File: src/rtl/fan_route.sv
// fan_route: one-word-per-channel fan-out router with unicast and broadcast loads.
// Optional build macro FAN_ROUTE_TRISTATE_EN floats empty channels' out_data to 'z.
`ifndef REG_WIDTH
`define REG_WIDTH 8
`endif

module fan_route #(
  parameter int SIGNAL_WIDTH = `REG_WIDTH,
  parameter int SEL_WIDTH    = 4,
  localparam int NUM_OUT     = 2**SEL_WIDTH
) (
  input  logic                            clk,
  input  logic                            rst,
  input  logic [SIGNAL_WIDTH-1:0]         in_data,
  input  logic [SEL_WIDTH-1:0]            in_sel,
  input  logic                            in_bcast,
  input  logic                            in_valid,
  output logic                            in_ready,
  output logic [NUM_OUT*SIGNAL_WIDTH-1:0] out_data,
  output logic [NUM_OUT-1:0]              out_valid,
  input  logic [NUM_OUT-1:0]              out_ready,
  output logic [SEL_WIDTH:0]              occupancy
);

  logic [NUM_OUT-1:0]      valid;
  logic [NUM_OUT-1:0]      drain;
  logic [NUM_OUT-1:0]      avail;
  logic [NUM_OUT-1:0]      load;
  logic [NUM_OUT-1:0]      valid_next;
  logic [SIGNAL_WIDTH-1:0] slot [NUM_OUT];
  logic                    xfer;
  logic [SEL_WIDTH:0]      count_next;

  // A slot can take a word if it is empty or its current word leaves this cycle.
  assign drain    = valid & out_ready;
  assign avail    = ~valid | drain;
  assign in_ready = in_bcast ? &avail : avail[in_sel];
  assign xfer     = in_valid & in_ready;

  always_comb begin
    load = '0;
    if (xfer) begin
      if (in_bcast) load = '1;
      else          load[in_sel] = 1'b1;
    end
    valid_next = (valid & ~drain) | load;
    count_next = '0;
    for (int k = 0; k < NUM_OUT; k++)
      count_next = count_next + (SEL_WIDTH+1)'(valid_next[k]);
  end

  always_ff @(posedge clk) begin
    if (rst) begin
      valid     <= '0;
      occupancy <= '0;
      for (int k = 0; k < NUM_OUT; k++) slot[k] <= '0;
    end else begin
      valid     <= valid_next;
      occupancy <= count_next;
      for (int k = 0; k < NUM_OUT; k++)
        if (load[k]) slot[k] <= in_data;
    end
  end

  assign out_valid = valid;

  for (genvar g = 0; g < NUM_OUT; g++) begin : g_out
`ifdef FAN_ROUTE_TRISTATE_EN
    assign out_data[g*SIGNAL_WIDTH +: SIGNAL_WIDTH] = valid[g] ? slot[g] : {SIGNAL_WIDTH{1'bz}};
`else
    assign out_data[g*SIGNAL_WIDTH +: SIGNAL_WIDTH] = slot[g];
`endif
  end

endmodule

File: config.mk
export PLATFORM = sky130hd
export DESIGN_NAME = fan_route
export DESIGN_NICKNAME = d
export VERILOG_FILES = /design/src/rtl/fan_route.sv
export SDC_FILE = /design/constraint.sdc
export NUM_CORES = 1
export LEC_CHECK = 0
export ABC_CLOCK_PERIOD_IN_PS = 5600
export CAP_MARGIN = 20
export CELL_PAD_IN_SITES_DETAIL_PLACEMENT = 0
export CELL_PAD_IN_SITES_GLOBAL_PLACEMENT = 1
export CORE_MARGIN = 4
export CORE_UTILIZATION = 35
export CTS_CLUSTER_DIAMETER = 40
export CTS_CLUSTER_SIZE = 16
export DETAILED_ROUTE_END_ITERATION = 10
export PLACE_DENSITY_LB_ADDON = 0.1
export SETUP_SLACK_MARGIN = 0.4
export SLEW_MARGIN = 10
export SYNTH_ARGS = -nofsm -noshare
export SYNTH_HDL_FRONTEND = slang
export SYNTH_SLANG_ARGS = --single-unit
File: constraint.sdc
create_clock -name clk -period 5.6 [get_ports clk]
set_input_delay 1.12 -clock clk [delete_from_list [all_inputs] [get_ports clk]]
set_output_delay 1.12 -clock clk [all_outputs]
set_load 0.05 [all_outputs]
==> summary.md <==
| Metric | Value |
|---|---|
| Global-route wire length before repair | `roughly 32,000 um` |
| Crit-path max cell delay | `0.52 ns` |
| Cell with the most instances after synthesis | `edfxtp_1` |
| Antenna cells | `0` |
| Area added between synthesis and finish | `52.8%` |
| Final setup TNS | `0 ns` |
| Required time of the critical path | `5.74 ns` |
| Core Box Area | `18,200 um2` |
| Max-cap check violation count | `0` |
| Synthesis warning total | `0` |
| Routability congestion estimate from global placement | `0.832` |
| Number of enable-type register cells in the synthesized netlist | `128` |
| Setup repair after global routing missed its margin | `false` |
| Cell occurring most often along the worst timing path | `buf_4` |
| Hold violation count in the final report | `0` |
| Mean cell area of the mapped netlist | `approximately 14 um2` |
| GR Util met2 | `about 32%` |
| Time the worst path needs with I/O delays and setup | `a little over 5 ns` |
| Result of the run | `completed` |
| Worst setup slack for register-to-register paths | `~0.97 ns` |
| Total via count in the routed design | `~5.1k` |
| Die height | `approximately 150 um` |
| Largest net degree at the start of global routing | `81` |
| Post-synthesis mux area share | `under 10%` |
| Filler cell count in the final layout | `1,495` |
| Initial cell density of the core | `roughly 36%` |
| Initial DRC count | `around 310` |
| Die outline area | `21,100 um2` |
| Relative slew slack | `about 44%` |
| Nets@finish | `between 700 and 800` |
| FFs w/ async S/R, synth | `0%` |
| CTS root buffer | `clkbuf_16` |
| Fraction of layout cells with a size suffix above 1 | `between 20% and 30%` |
| Antenna violations before repair | `0` |
| Final critical-path setup slack | `~0.5 ns` |
| Site Rows | `49` |
| Count of pins on the block boundary | `between 150 and 200` |
| Global-route usage over all layers | `around a fifth` |
| Clock-pin slew reported for the worst setup and hold paths after clock tree synthesis | `0.06 ns` |
| Clock tree from TritonCTS | `yes` |
| Number of max-slew violations in the final report | `0` |
| H-tree depth | `4` |
| Hold crit path type | `flop to flop` |
| Number of search-and-repair iterations in the first detailed-routing pass | `5` |
| F_max | `between 0.15 and 0.2 GHz` |
| Cell taking the most area after synthesis | `edfxtp_1` |
| Placed wire-length estimate | `roughly 14,000 um` |
| Busiest layer in global routing | `met2` |
| Combinational family with the most area after synthesis | `compound AO/OA/AOI/OAI gates` |
| Worst-Skew Late Latency | `0.43 ns` |
| Static leakage | `~3.8 nW` |
| Post-detailed-route wirelength per cell | `20.6 um` |
| Final critical-path share of the clock period | `just over 90%` |
| Number of global-route vias before repair | `5,228` |
| Actual transition at the worst max-transition pin | `~0.84 ns` |
| Mapped Area | `between 6000 and 7000 um2` |
| Count of distinct cell types in the synthesized netlist | `40` |
| Max Root-Sink Buffers | `2` |
| Share of Yosys cell area claimed by the top area cell type | `about three fifths` |
| Worst setup slack before clock tree synthesis | `-0.306 ns` |
| Mean number of vias per cell | `5.21` |
| Basic-gate share of the synthesized area counting and, or, nand and nor cells | `between 10% and 20%` |
| Adder and majority cell fraction of the synthesized area | `roughly 4.0%` |
| Setup Viol. Count Final | `0` |
| Total power per unit cell area | `between 300 and 400 nW/um2` |
| Peak ir drop on the vdd network | `0.000226 V` |
| Number of sinks handled by clock tree synthesis | `around 150` |
| Count of hold buffers inserted by post-cts repair | `0` |
| Xor and xnor fraction of the mapped netlist area | `less than 1%` |
| Slowest cell on the critical path | `mux4_2` |
| Share of the synthesized area in compound gates (AO/OA/AOI/OAI) | `14.4%` |
| Syn Nets | `520` |
| Crit. End Element | `flop` |
| Met1 layer usage reported by global route | `approximately 24%` |
| Signal arrival time at the worst endpoint | `~5.2 ns` |
| Number of storage elements in the synthesis netlist | `~150` |
| IO buf count | `~180` |
| Critical-path maximum fanout | `8` |
| Delay-heaviest family, CP | `buffers and inverters` |
| Worst Clk Skew | `roughly 0.0071 ns` |
| Critical path start-end classification | `input pin to flop` |
| Total length of routed wires | `20,300 um` |
| GR met3 Demand/Resource | `under 10%` |
| Portion of the post-synthesis area used by sequential elements | `64.7%` |
| Critical path startpoint category | `input pin` |
| Buffering stage count on the worst path with inverters included | `23` |
| Remaining global-route overflow | `0` |
| Core utilization of the finished layout | `between 50% and 60%` |
| Most common library cells after synthesis | `edfxtp_1 (128), a211oi_1 (80), nor2b_1 (29)` |
| Largest cells by area after synthesis | `edfxtp_1 (58%), a211oi_1 (9.1%), dfxtp_1 (6.4%)` |
| Total clock buffers created by CTS | `17` |
| Minimum hold slack | `between 0.5 and 0.6 ns` |
| DRC errors left | `0` |
| Commonest register cell after synthesis | `edfxtp_1` |
| Remaining antenna violation count after routing | `0` |
| Width of the die | `145 um` |
| Number of standard cells after synthesis | `roughly 470` |
==> power by group <==
| part | switching [W] | internal (W) |
|---|---|---|
| clock | 0.000453 | 0.000742 |
| sequential | 0.0000334 | 0.00132 |
| combinational | 0.000711 | 0.000418 |
| total | 0.00120 | 0.00248 |
==> cell families after synthesis <==
group / Yosys count
AOI/OAI and AO/OA: 128
xor gates and xnor gates: 2
adders and majority gates: 15
buffers and inverters: 46
DFF: 149
muxes: 4
and+or+nand+nor: 129
==> metal layers <==
metal / share of wire (%) / wire length, um
met1: 42 / 8610
met2: 49 / 10000
met3: 6.2 / 1250
met4: 2.1 / 431
met5: 0 / 0
==> area by class of cell <==
type | instances | area [um2] | share of cell area (%)
Clock inverter | 14 | 183 | 1.82
Timing Repair Buffer | 288 | 2650 | 26.3
Inverter | 11 | 41.3 | 0.410
Sequential cell | 149 | 4260 | 42.4
Tap cell | 229 | 287 | 2.85
Multi-Input combinational cell | 278 | 2210 | 22.0
Clock buffer | 18 | 429 | 4.26
==> sequential cells by signal (all words and copies together) (netlist names) <==
| signal | count |
|---|---|
| out_valid | 16 |
| slot | 128 |
| occupancy | 5 |
==> worst paths after layout <==
kind | startpoint | endpoint | depth (start not counted)
setup / recovery | out_ready[15] | slot[1][27]$_DFFE_PP_ | 28
hold / removal | out_valid[2]$_SDFF_PP0_ | out_valid[2]$_SDFF_PP0_ | 2
setup reg to reg | out_valid[3]$_SDFF_PP0_ | occupancy[4]$_SDFF_PP0_ | 15
hold reg to reg | out_valid[2]$_SDFF_PP0_ | out_valid[2]$_SDFF_PP0_ | 2
==> layout by cell type (no fill, tap or decap), drive strengths merged, types with 11 or more instances in the layout <==
cell	instances
nand2	18
dfxtp	21
a21oi	23
inv	13
edfxtp	128
nor2b	29
buf	110
nor2	27
clkbuf	18
nand3	11
a211oi	80
clkdlybuf4s50	161
==> metrics by stage <==
stage | cells | power [W] | instance area [um2]
4_1_cts | 980 | 0.00370 | 9960
3_3_place_gp | 917 | 0.00244 | 9010
3_5_place_dp | 917 | 0.00245 | 9010
6_report | 987 | 0.00367 | 10100
2_1_floorplan | 473 | 0.00207 | 6610
5_1_grt | 987 | 0.00383 | 10100
==> what timing repair did <==
action,4_1_cts,5_1_grt
resized for setup,56,13
buffers inserted,31,7
cloned,0,0
pin swaps,17,16
endpoints found under the setup margin,4,12
==> worst reg2reg max path: stages, from the launching register on <==
cell and delay, ns:
dfxtp_1 0.33, and2b_2 0.23, mux4_2 0.48, a22oi_2 0.28, buf_4 0.18, and4_4 0.22, nor2_2 0.05, fa_1 0.49
fa_1 0.52, fa_2 0.44, fa_1 0.51, inv_2 0.05, ha_4 0.16, fa_2 0.37, a21oi_1 0.14, nor3b_1 0.06
Power figures use the tool's default switching activity.
